$ cat config.mk
export PLATFORM = sky130hd
export DESIGN_NAME = operand_skew_feeder
export DESIGN_NICKNAME = d
export VERILOG_FILES = /design/src/rtl/operand_skew_feeder.sv
export SDC_FILE = /design/constraint.sdc
export NUM_CORES = 1
export LEC_CHECK = 0
export CAP_MARGIN = 20
export CORE_MARGIN = 2
export CORE_UTILIZATION = 60
export CTS_BUF_LIST = sky130_fd_sc_hd__clkbuf_8
export CTS_CLUSTER_DIAMETER = 80
export DETAILED_ROUTE_END_ITERATION = 8
export PLACE_DENSITY = 0.81
export SETUP_SLACK_MARGIN = 0.2
export SYNTH_ARGS = -nofsm -noshare
export SYNTH_HDL_FRONTEND = slang
export SYNTH_SLANG_ARGS = --single-unit
$ cat constraint.sdc
create_clock -name clk_i -period 7.12 [get_ports clk_i]
set_input_delay 0.712 -clock clk_i [delete_from_list [all_inputs] [get_ports clk_i]]
set_output_delay 0.712 -clock clk_i [all_outputs]
set_load 0.01 [all_outputs]
$ cat src/rtl/operand_skew_feeder.sv
`default_nettype none
// ============================================================================
// operand_skew_feeder : ping-pong tile buffer driving a diagonally skewed
//                       wavefront onto the systolic array edge lanes.
// Revision 1.0
// ============================================================================
module operand_skew_feeder #(
  parameter int N = 4,
  parameter int W = 8
) (
  input  logic           clk_i,
  input  logic           rst_i,
  input  logic           in_valid_i,
  output logic           in_ready_o,
  input  logic [N*W-1:0] in_row_i,
  output logic [N*W-1:0] a_data_o,
  output logic [N-1:0]   lane_valid_o,
  output logic           done_o,
  output logic           busy_o
);

  localparam int TW = $clog2(2*N-1);
  localparam int RW = $clog2(N);
  localparam logic [TW-1:0] LAST_T   = TW'(2*N-2);
  localparam logic [RW-1:0] LAST_ROW = RW'(N-1);

  typedef enum logic [0:0] {
    S_IDLE   = 1'b0,
    S_STREAM = 1'b1
  } state_t;

  state_t            state_q, state_d;
  logic [TW-1:0]     t_q, t_d, t_inc;
  logic [1:0]        full_q, full_d;
  logic              wbank_q, rbank_q, rbank_d;
  logic [RW-1:0]     wrow_q;
  logic              chain_q, chain_d;
  logic              done_q, done_d;
  logic [N*W-1:0]    a_data_q;
  logic [N-1:0]      lane_valid_q;

  logic              hs;
  logic              clr_full;
  logic              beat_en;
  logic [TW-1:0]     beat_t;
  logic [N-1:0]      lane_hit;
  logic [N*W-1:0]    lane_data;

  logic [N-1:0][W-1:0] mem_q [2][N];

  assign in_ready_o   = ~full_q[wbank_q];
  assign hs           = in_valid_i & in_ready_o;
  assign t_inc        = t_q + 1'b1;
  assign busy_o       = (state_q == S_STREAM);
  assign a_data_o     = a_data_q;
  assign lane_valid_o = lane_valid_q;
  assign done_o       = done_q;

  // Tile storage needs no reset: a bank is only read once its full flag is set.
  always_ff @(posedge clk_i) begin
    if (hs) begin
      mem_q[wbank_q][wrow_q] <= in_row_i;
    end
  end

  always_comb begin
    full_d = full_q;
    if (hs && (wrow_q == LAST_ROW)) begin
      full_d[wbank_q] = 1'b1;
    end
    if (clr_full) begin
      full_d[rbank_q] = 1'b0;
    end
  end

  // chain_q remembers whether the next tile was already complete before the
  // final beat, which decides between a seamless hand-over and a return to IDLE.
  always_comb begin
    state_d  = state_q;
    t_d      = t_q;
    rbank_d  = rbank_q;
    chain_d  = chain_q;
    done_d   = 1'b0;
    clr_full = 1'b0;
    beat_en  = 1'b0;
    beat_t   = '0;
    case (state_q)
      S_IDLE: begin
        if (full_q[rbank_q]) begin
          state_d = S_STREAM;
          t_d     = '0;
          beat_en = 1'b1;
        end
      end
      S_STREAM: begin
        if (t_q == LAST_T) begin
          chain_d = 1'b0;
          t_d     = '0;
          if (chain_q) begin
            beat_en = 1'b1;
          end else begin
            state_d = S_IDLE;
          end
        end else begin
          t_d     = t_inc;
          beat_t  = t_inc;
          beat_en = 1'b1;
          if (t_inc == LAST_T) begin
            clr_full = 1'b1;
            rbank_d  = ~rbank_q;
            done_d   = 1'b1;
            chain_d  = full_q[~rbank_q];
          end
        end
      end
      default: state_d = S_IDLE;
    endcase
  end

  // k wraps to a value >= N when beat_t < lane, so one compare covers both bounds.
  for (genvar gi = 0; gi < N; gi++) begin : g_lane
    localparam logic [TW-1:0] LANE = TW'(gi);
    logic [TW-1:0] k;
    assign k = beat_t - LANE;
    assign lane_hit[gi] = beat_en && (k < TW'(N));
    assign lane_data[gi*W +: W] = lane_hit[gi] ? mem_q[rbank_q][gi][k[RW-1:0]] : '0;
  end

  always_ff @(posedge clk_i or posedge rst_i) begin
    if (rst_i) begin
      state_q      <= S_IDLE;
      t_q          <= '0;
      full_q       <= '0;
      wbank_q      <= 1'b0;
      rbank_q      <= 1'b0;
      wrow_q       <= '0;
      chain_q      <= 1'b0;
      done_q       <= 1'b0;
      a_data_q     <= '0;
      lane_valid_q <= '0;
    end else begin
      state_q      <= state_d;
      t_q          <= t_d;
      full_q       <= full_d;
      rbank_q      <= rbank_d;
      chain_q      <= chain_d;
      done_q       <= done_d;
      a_data_q     <= lane_data;
      lane_valid_q <= lane_hit;
      if (hs) begin
        if (wrow_q == LAST_ROW) begin
          wrow_q  <= '0;
          wbank_q <= ~wbank_q;
        end else begin
          wrow_q  <= wrow_q + 1'b1;
        end
      end
    end
  end

endmodule
`default_nettype wire

==> impl_metrics.toml <==
[timing]
clock_skew_ns = 0.0102
fin_hold_ws_ns = 0.572
period_minus_slack_ns = 3.24
finalMaxSlewViolations = 0
fin_setup_tns_ns = 0
fin_crit_sh = 0.455
rsz0062_at_grt = "false"
setup_viol = 0
hold_viol_final = 0
maxSlewHeadroom = 0.270
layout_setup_ws_ns = 3.88
worst-slew-pin-transition_ns = 1.09
max_freq_mhz = 309

[worst_setup_path]
cp.required_ns = 7.57
rr_endpoint = "a_data_o[14]"
r2r_start = "t_q[2]"
critPathMaxFanout = 37
crit_path_start_kind = "flop"
cp.arrival_ns = 3.68
setup.worst_path.end_class = "flop"
path_class = "flop to flop"
r2r_setup_slack_ns = 3.88
r2r_cells = 8

[placed_design]
portBuffers = 73
post-place-cells = 861
dp_hpwl_mm = 13.3
gp_congestion = 0.777
postPlaceCellArea_um2 = 12500
pre_cts_ws_ns = 3.95

[routing]
antenna_left = 0
wl_mm = 22.9
route.detailed.drc = 0
vias = 5819
first_iter_violations = 448
vias_per_cell = 6.14
avgRoutedWirePerCell_um = 24.2
dr.pass1.iters = 5

[yosys]
yosys.area_share.simple = 0.0382
ys_seq_elements = 304
synthFlopType = "edfxtp_1"
synth_top_area_cell = "edfxtp_1"
syn_area_um2 = 11500
async_reset_ff_frac = 0.158
syn_nets = 609
synthAdderAreaFrac = 0.00653
syn_avg_cell_area_um2 = 20.3
synth_mux_area_frac = 0.124
synth_top_family_by_area = "multiplexers"
seq_area_frac_synth = 0.773
syn-instance-count = 568
synth_top_area_share = 0.668
synth_cell_types = 44
synth_warnings = 0
synth_area_leaders = "edfxtp_1, dfrtp_1, mux4_2"
synth-xor-area-share = 0.00228
synth_compound_area_frac = 0.0369
synth_edf_count = 256

[clock_tree]
clock_latency_ns = 0.54
clk_pin_slew_ns = 0.06
cts_resized = 0
ctsHoldBuffers = 0
htreeDepth = 2
clockRootBuffer = "clkbuf_8"
postCtsSetupRepairBufs = 0
cts_tree = "built"
cts_buffers = 45
cts.sinks = 304
cts_max_path_buffers = 3

[run_status]
outcome = "complete, no violations"

[grt]
grt_pass1_wl_mm = 35.5
antenna_found_initial = 0
track_usage = 0.238
grt_pass1_vias = 6228
grt_max_degree = 49
grt-ovfl-total = 0

[die]
start_util = 0.613
die_w_um = 142
core_area_um2 = 18800
rows = 50
dieArea_um2 = 20300
die_y_um = 142
io_pins = 74

[power_and_ir_drop]
ir_drop_uv = 283
leakage_nw = 4.69
power_density_nw_per_um2 = 443

[min_path]
min_to = "wrow_q[0]"
hold_depth = 1
hold_class = "flop to flop"
hp-start = "wrow_q[0]"

[flow_run]
maxCapViolCount = 0

[cells_and_area]
fin_cells = 948
final_design_area_no_fill_um2 = 13400
layout.nets = 718
fillerInstances = 1104
drive_gt1_frac = 0.231
area_delta_synth_final_pct = 16.5
diodes = 0
==> Yosys cell counts (5+ instances only) <==
cell and count:
a21oi_2 8, buf_6 7, o21ai_0 10, mux4_2 48, nand2_1 45, nor2_1 12, buf_2 9, nand3_1 9
inv_1 10, a22o_1 8, ha_1 6, a21oi_1 19, dfrtp_1 48, edfxtp_1 256, buf_4 5, nor3_1 6
a221o_1 8, mux2_2 9, mux4_1 8
==> flip-flops by register name, indices dropped and copies added (netlist names) <==
| signal | cells |
|---|---|
| a_data_o | 32 |
| busy_o | 1 |
| chain_q | 1 |
| done_o | 1 |
| full_q | 2 |
| lane_valid_o | 4 |
| mem_q | 256 |
| rbank_q | 1 |
| t_q | 3 |
| wbank_q | 1 |
| wrow_q | 2 |
==> layer usage <==
layer,global-route usage,vias up,wire length (um)
li1,-,2490,-
met2,0.373,277,11500
met1,0.332,3004,9070
met5,0,-,0
met4,0.104,0,660
met3,0.0491,48,1740
==> kinds of logic (layout without fill, tap and decap cells) <==
family,count (synthesis),after routing
buf+inv,38,184
compound gates,60,60
simple gates,89,89
flops,304,304
mux,68,68
xor+xnor,3,3
fa+ha+maj,6,6
==> layout by cell type (no fill, tap or decap), types with 4 or more instances in the layout <==
| master | Yosys | final |
|---|---|---|
| mux4_1 | 8 | 8 |
| nor2_1 | 12 | 8 |
| clkinv_2 | 0 | 11 |
| a21oi_1 | 19 | 19 |
| a22o_1 | 8 | 8 |
| inv_1 | 10 | 26 |
| edfxtp_1 | 256 | 256 |
| a221o_1 | 8 | 8 |
| clkdlybuf4s50_1 | 0 | 73 |
| buf_4 | 5 | 13 |
| nand2_1 | 45 | 45 |
| nand3_1 | 9 | 9 |
| clkinv_1 | 0 | 4 |
| a21oi_2 | 8 | 8 |
| ha_1 | 6 | 6 |
| nor3_2 | 1 | 5 |
| o21ai_0 | 10 | 10 |
| mux2_2 | 9 | 9 |
| clkbuf_8 | 0 | 48 |
| mux4_2 | 48 | 48 |
| dfrtp_1 | 48 | 47 |
==> worst max-delay path, cell delays in order (launching register included) <==
cell and delay, ns:
dfrtp_1 0.51, and2_1 0.34, nor2_4 0.36, buf_4 0.52, inv_2 0.35, ha_1 0.32
nand3_1 0.11, nand3_2 0.34, a21oi_1 0.27
==> report_power, final <==
part	total (mW)	switching, mW	internal (mW)
combinational	2.16	1.18	0.974
sequential	2.42	0.181	2.24
clock	1.36	0.622	0.736
total	5.94	1.99	3.95
==> worst max-delay path by stage <==
stage          cells after the start        from      endpoint  slack (ns)
6_report                           8      t_q[2]  a_data_o[14]        3.88
5_1_grt                            8      t_q[2]  a_data_o[14]        3.70
4_1_cts                            8      t_q[2]  a_data_o[14]        3.88
3_5_place_dp                       8      t_q[2]  a_data_o[14]        3.95
3_3_place_gp                       8      t_q[2]  a_data_o[11]        4.12
2_1_floorplan                      2  in_valid_i   mem_q[0][0]        3.62
==> area by class of cell <==
class / count / area [um2] / area share
timing repair buffer: 88 / 853 / 0.0637
sequential: 304 / 8890 / 0.664
clock buffer: 48 / 661 / 0.0493
clock inverter: 36 / 231 / 0.0173
inverter: 12 / 45.0 / 0.00336
multi-input combinational: 226 / 2420 / 0.181
tap: 234 / 293 / 0.0219
==> stage by stage <==
stage | util | total power [mW]
floorplan | - | 3.90
global placement | 0.665 | 4.48
detailed placement | 0.665 | 4.59
CTS | 0.712 | 5.96
global route | 0.714 | 6.22
finish | 0.714 | 5.94
Note: power is estimated with default switching activity, not from simulation.
